$ cat src/rtl/hazard_pkg.sv
// Shared constants for the pipeline hazard controller: forward selects,
// wait-FSM state encoding and the default memory timeout.
package hazard_pkg;

   localparam logic [1:0] FWD_RF = 2'b00;
   localparam logic [1:0] FWD_W  = 2'b01;
   localparam logic [1:0] FWD_M  = 2'b10;

   localparam int MEM_TIMEOUT_DEF = 16;

   typedef enum logic {
      ST_RUN  = 1'b0,
      ST_WAIT = 1'b1
   } state_t;

endpackage

$ cat src/rtl/hazard_ctrl_if.sv
// Datapath <-> hazard controller signal bundle. Optional perf counters are
// present only when HAZARD_PERF_EN is defined.
interface hazard_ctrl_if
   import hazard_pkg::*;
#(
   parameter int CNT_W = 5
);
   logic [3:0] RA1D, RA2D, RA1E, RA2E;
   logic [3:0] WA3E, WA3M, WA3W;
   logic       MemtoRegE, RegWriteM, RegWriteW;
   logic       PCWrPendingF, PCSrcW, BranchTakenE;
   // Memory handshake: MemAccessM acts as valid, MemReadyM as ready; an access
   // completes in the cycle both are high. Until then the pipeline is frozen.
   logic       MemAccessM, MemReadyM;

   logic [1:0] ForwardAE, ForwardBE;
   logic       StallF, StallD, StallE, StallM;
   logic       FlushD, FlushE, FlushW;
   logic       MemErr;

   state_t           dbg_state;
   logic [CNT_W-1:0] dbg_cnt;
`ifdef HAZARD_PERF_EN
   logic [31:0] PerfStallCyc, PerfFlushCyc, PerfMemWaitCyc;
`endif

   modport master (
      output RA1D, RA2D, RA1E, RA2E, WA3E, WA3M, WA3W,
      output MemtoRegE, RegWriteM, RegWriteW,
      output PCWrPendingF, PCSrcW, BranchTakenE, MemAccessM, MemReadyM,
      input  ForwardAE, ForwardBE, StallF, StallD, StallE, StallM,
      input  FlushD, FlushE, FlushW, MemErr, dbg_state, dbg_cnt
`ifdef HAZARD_PERF_EN
      , input PerfStallCyc, PerfFlushCyc, PerfMemWaitCyc
`endif
   );

   modport slave (
      input  RA1D, RA2D, RA1E, RA2E, WA3E, WA3M, WA3W,
      input  MemtoRegE, RegWriteM, RegWriteW,
      input  PCWrPendingF, PCSrcW, BranchTakenE, MemAccessM, MemReadyM,
      output ForwardAE, ForwardBE, StallF, StallD, StallE, StallM,
      output FlushD, FlushE, FlushW, MemErr, dbg_state, dbg_cnt
`ifdef HAZARD_PERF_EN
      , output PerfStallCyc, PerfFlushCyc, PerfMemWaitCyc
`endif
   );

endinterface

$ cat src/rtl/mem_wait_fsm.sv
// Data-memory wait-state FSM: freezes the pipeline until dmem acknowledges,
// releasing with a sticky error flag if the access times out.
module mem_wait_fsm
   import hazard_pkg::*;
#(
   parameter int MEM_TIMEOUT = MEM_TIMEOUT_DEF,
   parameter int CNT_W       = 5
) (
   input  logic             clk,
   input  logic             reset,
   input  logic             mem_access,
   input  logic             mem_ready,
   output logic             freeze,
   output logic             mem_err,
   output state_t           state,
   output logic [CNT_W-1:0] cnt
);
   localparam logic [CNT_W-1:0] TMO = CNT_W'(MEM_TIMEOUT);

   state_t           state_q, state_d;
   logic [CNT_W-1:0] cnt_q, cnt_d;
   logic             mem_err_q, mem_err_d;

   always_ff @(posedge clk) begin
      if (!reset) begin
         state_q   <= ST_RUN;
         cnt_q     <= '0;
         mem_err_q <= 1'b0;
      end else begin
         state_q   <= state_d;
         cnt_q     <= cnt_d;
         mem_err_q <= mem_err_d;
      end
   end

   always_comb begin
      state_d   = state_q;
      cnt_d     = cnt_q;
      mem_err_d = mem_err_q;
      freeze    = 1'b0;
      case (state_q)
         ST_RUN: begin
            if (mem_access && !mem_ready) begin
               freeze  = 1'b1;
               state_d = ST_WAIT;
               cnt_d   = CNT_W'(1);
            end
         end
         ST_WAIT: begin
            if (mem_ready) begin
               state_d = ST_RUN;
               cnt_d   = '0;
            end else if (cnt_q == TMO) begin
               // Forced release: the access is abandoned and flagged.
               state_d   = ST_RUN;
               cnt_d     = '0;
               mem_err_d = 1'b1;
            end else begin
               freeze = 1'b1;
               cnt_d  = (cnt_q >= TMO) ? TMO : cnt_q + CNT_W'(1);
            end
         end
         default: begin
            state_d = ST_RUN;
            cnt_d   = '0;
         end
      endcase
   end

   assign mem_err = mem_err_q;
   assign state   = state_q;
   assign cnt     = cnt_q;

endmodule

$ cat src/rtl/hazard_ctrl.sv
// Hazard controller for the 5-stage ARM pipeline: forwarding, load-use stall,
// control flushes and memory freeze. HAZARD_PERF_EN adds cycle counters.
module hazard_ctrl
   import hazard_pkg::*;
#(
   parameter int MEM_TIMEOUT = MEM_TIMEOUT_DEF,
   parameter int CNT_W       = 5
) (
   input  logic           clk,
   input  logic           reset,
   hazard_ctrl_if.slave   hz
);
   logic freeze;
   logic ldr_stall;

   mem_wait_fsm #(
      .MEM_TIMEOUT (MEM_TIMEOUT),
      .CNT_W       (CNT_W)
   ) u_wait (
      .clk        (clk),
      .reset      (reset),
      .mem_access (hz.MemAccessM),
      .mem_ready  (hz.MemReadyM),
      .freeze     (freeze),
      .mem_err    (hz.MemErr),
      .state      (hz.dbg_state),
      .cnt        (hz.dbg_cnt)
   );

   always_comb begin
      hz.ForwardAE = FWD_RF;
      if (hz.RegWriteM && (hz.WA3M == hz.RA1E))      hz.ForwardAE = FWD_M;
      else if (hz.RegWriteW && (hz.WA3W == hz.RA1E)) hz.ForwardAE = FWD_W;

      hz.ForwardBE = FWD_RF;
      if (hz.RegWriteM && (hz.WA3M == hz.RA2E))      hz.ForwardBE = FWD_M;
      else if (hz.RegWriteW && (hz.WA3W == hz.RA2E)) hz.ForwardBE = FWD_W;
   end

   assign ldr_stall = hz.MemtoRegE && ((hz.WA3E == hz.RA1D) || (hz.WA3E == hz.RA2D));

   // While frozen, control flushes are held back so they land on release.
   always_comb begin
      hz.StallF = 1'b0;
      hz.StallD = 1'b0;
      hz.StallE = 1'b0;
      hz.StallM = 1'b0;
      hz.FlushD = 1'b0;
      hz.FlushE = 1'b0;
      hz.FlushW = 1'b0;
      if (freeze) begin
         hz.StallF = 1'b1;
         hz.StallD = 1'b1;
         hz.StallE = 1'b1;
         hz.StallM = 1'b1;
         hz.FlushW = 1'b1;
      end else begin
         hz.StallF = ldr_stall | hz.PCWrPendingF;
         hz.StallD = ldr_stall;
         hz.FlushD = hz.PCWrPendingF | hz.PCSrcW | hz.BranchTakenE;
         hz.FlushE = ldr_stall | hz.BranchTakenE;
      end
   end

`ifdef HAZARD_PERF_EN
   logic [31:0] perf_stall_q, perf_stall_d;
   logic [31:0] perf_flush_q, perf_flush_d;
   logic [31:0] perf_wait_q,  perf_wait_d;

   always_comb begin
      perf_stall_d = perf_stall_q + {31'd0, hz.StallF};
      perf_flush_d = perf_flush_q + {31'd0, hz.FlushE};
      perf_wait_d  = perf_wait_q  + {31'd0, freeze};
   end

   always_ff @(posedge clk) begin
      if (!reset) begin
         perf_stall_q <= '0;
         perf_flush_q <= '0;
         perf_wait_q  <= '0;
      end else begin
         perf_stall_q <= perf_stall_d;
         perf_flush_q <= perf_flush_d;
         perf_wait_q  <= perf_wait_d;
      end
   end

   assign hz.PerfStallCyc   = perf_stall_q;
   assign hz.PerfFlushCyc   = perf_flush_q;
   assign hz.PerfMemWaitCyc = perf_wait_q;
`endif

endmodule

$ cat src/flat_wrapper.sv
// flat-port wrapper written by rule: the top's interface ports become plain ports
module hazard_ctrl_flat import hazard_pkg::*;
#(
   parameter int MEM_TIMEOUT = MEM_TIMEOUT_DEF,
   parameter int CNT_W       = 5
)
  (clk, reset, hz_RA1D, hz_RA2D, hz_RA1E, hz_RA2E, hz_WA3E, hz_WA3M, hz_WA3W, hz_MemtoRegE, hz_RegWriteM, hz_RegWriteW, hz_PCWrPendingF, hz_PCSrcW, hz_BranchTakenE, hz_MemAccessM, hz_MemReadyM, hz_ForwardAE, hz_ForwardBE, hz_StallF, hz_StallD, hz_StallE, hz_StallM, hz_FlushD, hz_FlushE, hz_FlushW, hz_MemErr, hz_dbg_state, hz_dbg_cnt);
  hazard_ctrl_if #(.CNT_W(CNT_W)) hz_i ();
  input  logic clk;
  input  logic reset;
  input wire logic [$bits(hz_i.RA1D)-1:0] hz_RA1D;
  input wire logic [$bits(hz_i.RA2D)-1:0] hz_RA2D;
  input wire logic [$bits(hz_i.RA1E)-1:0] hz_RA1E;
  input wire logic [$bits(hz_i.RA2E)-1:0] hz_RA2E;
  input wire logic [$bits(hz_i.WA3E)-1:0] hz_WA3E;
  input wire logic [$bits(hz_i.WA3M)-1:0] hz_WA3M;
  input wire logic [$bits(hz_i.WA3W)-1:0] hz_WA3W;
  input wire logic [$bits(hz_i.MemtoRegE)-1:0] hz_MemtoRegE;
  input wire logic [$bits(hz_i.RegWriteM)-1:0] hz_RegWriteM;
  input wire logic [$bits(hz_i.RegWriteW)-1:0] hz_RegWriteW;
  input wire logic [$bits(hz_i.PCWrPendingF)-1:0] hz_PCWrPendingF;
  input wire logic [$bits(hz_i.PCSrcW)-1:0] hz_PCSrcW;
  input wire logic [$bits(hz_i.BranchTakenE)-1:0] hz_BranchTakenE;
  input wire logic [$bits(hz_i.MemAccessM)-1:0] hz_MemAccessM;
  input wire logic [$bits(hz_i.MemReadyM)-1:0] hz_MemReadyM;
  output wire logic [$bits(hz_i.ForwardAE)-1:0] hz_ForwardAE;
  output wire logic [$bits(hz_i.ForwardBE)-1:0] hz_ForwardBE;
  output wire logic [$bits(hz_i.StallF)-1:0] hz_StallF;
  output wire logic [$bits(hz_i.StallD)-1:0] hz_StallD;
  output wire logic [$bits(hz_i.StallE)-1:0] hz_StallE;
  output wire logic [$bits(hz_i.StallM)-1:0] hz_StallM;
  output wire logic [$bits(hz_i.FlushD)-1:0] hz_FlushD;
  output wire logic [$bits(hz_i.FlushE)-1:0] hz_FlushE;
  output wire logic [$bits(hz_i.FlushW)-1:0] hz_FlushW;
  output wire logic [$bits(hz_i.MemErr)-1:0] hz_MemErr;
  output wire logic [$bits(hz_i.dbg_state)-1:0] hz_dbg_state;
  output wire logic [$bits(hz_i.dbg_cnt)-1:0] hz_dbg_cnt;
  assign hz_i.RA1D = hz_RA1D;
  assign hz_i.RA2D = hz_RA2D;
  assign hz_i.RA1E = hz_RA1E;
  assign hz_i.RA2E = hz_RA2E;
  assign hz_i.WA3E = hz_WA3E;
  assign hz_i.WA3M = hz_WA3M;
  assign hz_i.WA3W = hz_WA3W;
  assign hz_i.MemtoRegE = hz_MemtoRegE;
  assign hz_i.RegWriteM = hz_RegWriteM;
  assign hz_i.RegWriteW = hz_RegWriteW;
  assign hz_i.PCWrPendingF = hz_PCWrPendingF;
  assign hz_i.PCSrcW = hz_PCSrcW;
  assign hz_i.BranchTakenE = hz_BranchTakenE;
  assign hz_i.MemAccessM = hz_MemAccessM;
  assign hz_i.MemReadyM = hz_MemReadyM;
  assign hz_ForwardAE = hz_i.ForwardAE;
  assign hz_ForwardBE = hz_i.ForwardBE;
  assign hz_StallF = hz_i.StallF;
  assign hz_StallD = hz_i.StallD;
  assign hz_StallE = hz_i.StallE;
  assign hz_StallM = hz_i.StallM;
  assign hz_FlushD = hz_i.FlushD;
  assign hz_FlushE = hz_i.FlushE;
  assign hz_FlushW = hz_i.FlushW;
  assign hz_MemErr = hz_i.MemErr;
  assign hz_dbg_state = hz_i.dbg_state;
  assign hz_dbg_cnt = hz_i.dbg_cnt;
  hazard_ctrl #(.MEM_TIMEOUT(MEM_TIMEOUT), .CNT_W(CNT_W)) u_core (.clk(clk), .reset(reset), .hz(hz_i));
endmodule
$ cat config.mk
export PLATFORM = sky130hd
export DESIGN_NAME = hazard_ctrl_flat
export DESIGN_NICKNAME = d
export VERILOG_FILES = /design/src/rtl/hazard_pkg.sv /design/src/rtl/hazard_ctrl_if.sv /design/src/rtl/mem_wait_fsm.sv /design/src/rtl/hazard_ctrl.sv /design/src/flat_wrapper.sv
export SDC_FILE = /design/constraint.sdc
export NUM_CORES = 1
export LEC_CHECK = 0
export CAP_MARGIN = 20
export CORE_MARGIN = 2
export CORE_UTILIZATION = 36
export CTS_CLUSTER_SIZE = 28
export DETAILED_ROUTE_END_ITERATION = 10
export GPL_ROUTABILITY_DRIVEN = 0
export MAX_ROUTING_LAYER = met4
export PLACE_DENSITY = 0.9
export SYNTH_ARGS = -nofsm -noshare
export SYNTH_HDL_FRONTEND = slang
export SYNTH_SLANG_ARGS = --single-unit
export TNS_END_PERCENT = 10
$ cat constraint.sdc
create_clock -name clk -period 3.22 [get_ports clk]
set_input_delay 0.483 -clock clk [delete_from_list [all_inputs] [get_ports clk]]
set_output_delay 0.483 -clock clk [all_outputs]
set_load 0.1 [all_outputs]
==> out/metrics.json <==
{
  "floorplan": {
    "design.portCount": 56,
    "floorplan.rows": 16,
    "floorplan.die.width_um": 49.0,
    "initial_utilization_pct": 37.5,
    "die_area_mm2": 0.00240,
    "core_mm2": 0.00194,
    "chipHeight_um": 49.0
  },
  "clock_network": {
    "clockBufferDepth": 2,
    "cts_repair_resize_count": 0,
    "clock_insertion_delay_worst_skew_ps": 260,
    "tritoncts": "built",
    "cts_post_setup_buffers_inserted": 0,
    "htreeDepth": 1,
    "clk_transition_reported_paths_ps": 60,
    "root_buffer": "sky130_fd_sc_hd__clkbuf_4",
    "cts-hold-fix-buffers": 0,
    "tritoncts.num_buffers": 3,
    "sinks_on_the_clock_net": 7
  },
  "min_path": {
    "timing.hold.worst_path_depth": 2,
    "timing.hold.worst.class": "reg2reg"
  },
  "layout": {
    "highest_count_cells_in_the_layout_ignoring_fill_and_taps": "sky130_fd_sc_hd__clkdlybuf4s50_1, sky130_fd_sc_hd__xor2_1, sky130_fd_sc_hd__buf_4, sky130_fd_sc_hd__inv_1",
    "n_antenna_cell": 0,
    "syn2layout_area_growth_pct": 85.9,
    "post_route_cells_drive_above_1_share_pct": 16.4,
    "design_area_mm2": 0.00135,
    "layoutNonFillerInstCount": 173,
    "filler_cell_count": 164,
    "nNetsFinal": 187,
    "mostFrequentLayoutCell": "sky130_fd_sc_hd__clkdlybuf4s50_1"
  },
  "timing": {
    "finalMaxSlewViolations": 0,
    "tightest_slew_ps": 969,
    "finalWorstSetupSlack_ps": 584,
    "post-route-min-period_ps": 2640,
    "period_share_pct": 81.9,
    "rsz0062_at_grt": "no",
    "max-slew-margin-rel_pct": 35.2,
    "report.final.hold_viol_count": 0,
    "max_freq_ghz": 0.379,
    "fin_skew_ps": 1.75,
    "finalSetupViolCount": 0
  },
  "synth": {
    "seq_area_frac_synth_pct": 19.2,
    "postSynthRegisterBits": 7,
    "post_synth.cell_area_avg_um2": 8.09,
    "mappedNetlistArea_um2": 728,
    "number_of_unique_standard_cell_types_used_by_synthesis": 31,
    "yosysWarnings": 0,
    "cell_count_after_synthesis": 90,
    "synthesized_nets": 130
  },
  "pwr": {
    "p_per_area_mw_per_mm2": 288,
    "peakVddDrop_uv": 177,
    "p_total_uw": 390,
    "static-leakage-power_nw": 0.553
  },
  "critical_path": {
    "crit_path_cell_trace": "clkdlybuf4s50_1, xor2_1, nor4_1, o21ai_0, a21oi_1, buf_12",
    "rr_worst_depth": 5,
    "maximum_net_fanout_on_the_critical_path": 3,
    "cp.arrival_ps": 2150,
    "critPathSlowestCell": "sky130_fd_sc_hd__clkdlybuf4s50_1",
    "critPathMaxStageDelay_ps": 470,
    "critical_path_required_ps": 2740,
    "timing.critical_path.from_type": "input pin",
    "end_kind": "output port",
    "critical_path_class": "in2out"
  },
  "flow_run": {
    "timing.max_cap.violations": 0
  },
  "placement": {
    "place_hpwl_mm": 2.07,
    "placement.setup.worst_slack_ps": 617,
    "dp.cells": 169,
    "io_buffers": 55,
    "placement.cell_area_mm2": 0.00133
  },
  "grt": {
    "number_of_global_route_vias_before_repair": 914,
    "grt_overflow": 0,
    "grtUsageTotal_pct": 21.8,
    "grt_pass1_wl_mm": 3.93,
    "antenna_found_initial": 0,
    "grt_max_degree": 11
  },
  "detailed_routing": {
    "viasPerCell": 5.24,
    "drc_errors": 0,
    "route.antenna.remaining_nets": 0,
    "firstDrtPassIters": 4,
    "route.final.wire_length_mm": 2.41,
    "drt_first_iter_violations": 21,
    "vias": 907,
    "wl_per_cell_um": 13.9
  },
  "outcome": {
    "status": "finished, final reports clean"
  }
}
[logic make-up after synthesis]
group / Yosys count / share of synthesized area, %
AO/OA/AOI/OAI: 19 / 18.7
XOR/XNOR: 18 / 21.6
adder cells (fa/ha/maj): 2 / 3.44
buffers and inverters: 13 / 8.76
flip-flops: 7 / 19.2
multiplexers: 1 / 1.37
AND/OR/NAND/NOR: 30 / 26.8
[critical path, delay by kind of cell]
family | cells | cell delay [ps]
AND/OR/NAND/NOR | 1 | 310
buffers and inverters | 2 | 680
AO/OA/AOI/OAI | 2 | 480
XOR/XNOR | 1 | 200
[worst paths after layout]
kind                      endpoint  slack (ps)             startpoint
max                      hz_FlushE         580             hz_WA3E[1]
min          u_core.u_wait.mem_err         530  u_core.u_wait.mem_err
max reg2reg    u_core.u_wait.state        1660   u_core.u_wait.cnt[0]
min reg2reg  u_core.u_wait.mem_err         530  u_core.u_wait.mem_err
[cells in the mapped netlist]
master                     count  area, um^2
sky130_fd_sc_hd__a211oi_4      1        20.0
sky130_fd_sc_hd__a21boi_1      1        7.51
sky130_fd_sc_hd__a21oi_1       3        15.0
sky130_fd_sc_hd__a222oi_1      2        20.0
sky130_fd_sc_hd__a22oi_1       1        7.51
sky130_fd_sc_hd__a31oi_1       2        12.5
sky130_fd_sc_hd__and2_1        3        18.8
sky130_fd_sc_hd__and4bb_4      1        16.3
sky130_fd_sc_hd__buf_4         2        15.0
sky130_fd_sc_hd__buf_6         1        11.3
sky130_fd_sc_hd__dfxtp_1       7         140
sky130_fd_sc_hd__ha_1          2        25.0
sky130_fd_sc_hd__inv_1        10        37.5
sky130_fd_sc_hd__mux2i_1       1        10.0
sky130_fd_sc_hd__nand2_1       1        3.75
sky130_fd_sc_hd__nand2b_1      1        6.26
sky130_fd_sc_hd__nand3_1       3        15.0
sky130_fd_sc_hd__nand3b_1      1        7.51
sky130_fd_sc_hd__nor2_1        7        26.3
sky130_fd_sc_hd__nor2b_1       2        12.5
sky130_fd_sc_hd__nor3_1        3        15.0
sky130_fd_sc_hd__nor3b_1       3        22.5
sky130_fd_sc_hd__nor4_1        2        12.5
sky130_fd_sc_hd__nor4b_2       2        30.0
sky130_fd_sc_hd__o21ai_0       3        15.0
sky130_fd_sc_hd__o21ai_1       2        10.0
sky130_fd_sc_hd__o22ai_1       3        18.8
sky130_fd_sc_hd__o311a_1       1        10.0
sky130_fd_sc_hd__or3b_1        1        8.76
sky130_fd_sc_hd__xnor2_1       2        17.5
sky130_fd_sc_hd__xor2_1       16         140
[stage by stage]
step                hold WS [ps]  util [%]  setup TNS, ps
floorplan                    605         -          -3120
global placement             473      68.3              0
detailed placement           518      68.3              0
CTS                          529      69.7              0
global route                 555      69.7              0
finish                       526      69.7              0
[where the power goes]
| part | internal (mW) | switching [mW] | leakage [nW] |
|---|---|---|---|
| Sequential | 0.0884 | 0.00328 | 0.0568 |
| Combinational | 0.0879 | 0.126 | 0.478 |
| Clock | 0.0457 | 0.0386 | 0.0177 |
| Total | 0.222 | 0.168 | 0.553 |
[area by class of cell]
class / count / area, um^2 / area share, %
inverter: 10 / 37.5 / 2.77
tap: 27 / 33.8 / 2.50
multi-input combinational: 70 / 542 / 40.0
timing repair buffer: 55 / 573 / 42.3
sequential: 7 / 140 / 10.4
clock buffer: 3 / 22.5 / 1.66
clock inverter: 1 / 5.00 / 0.370
[metal layers]
metal	part of all wire [%]	track usage, %	up-vias
li1	-	-	432
met4	1.4	6.19	0
met2	54	43.4	46
met5	0	-	-
met3	7.4	7.06	6
met1	37	19.3	423
[flip-flops by register name, indices dropped and copies added (netlist names)]
register / count
u_core.u_wait.state: 1
u_core.u_wait.cnt: 5
u_core.u_wait.mem_err: 1
Power figures use the tool's default switching activity.
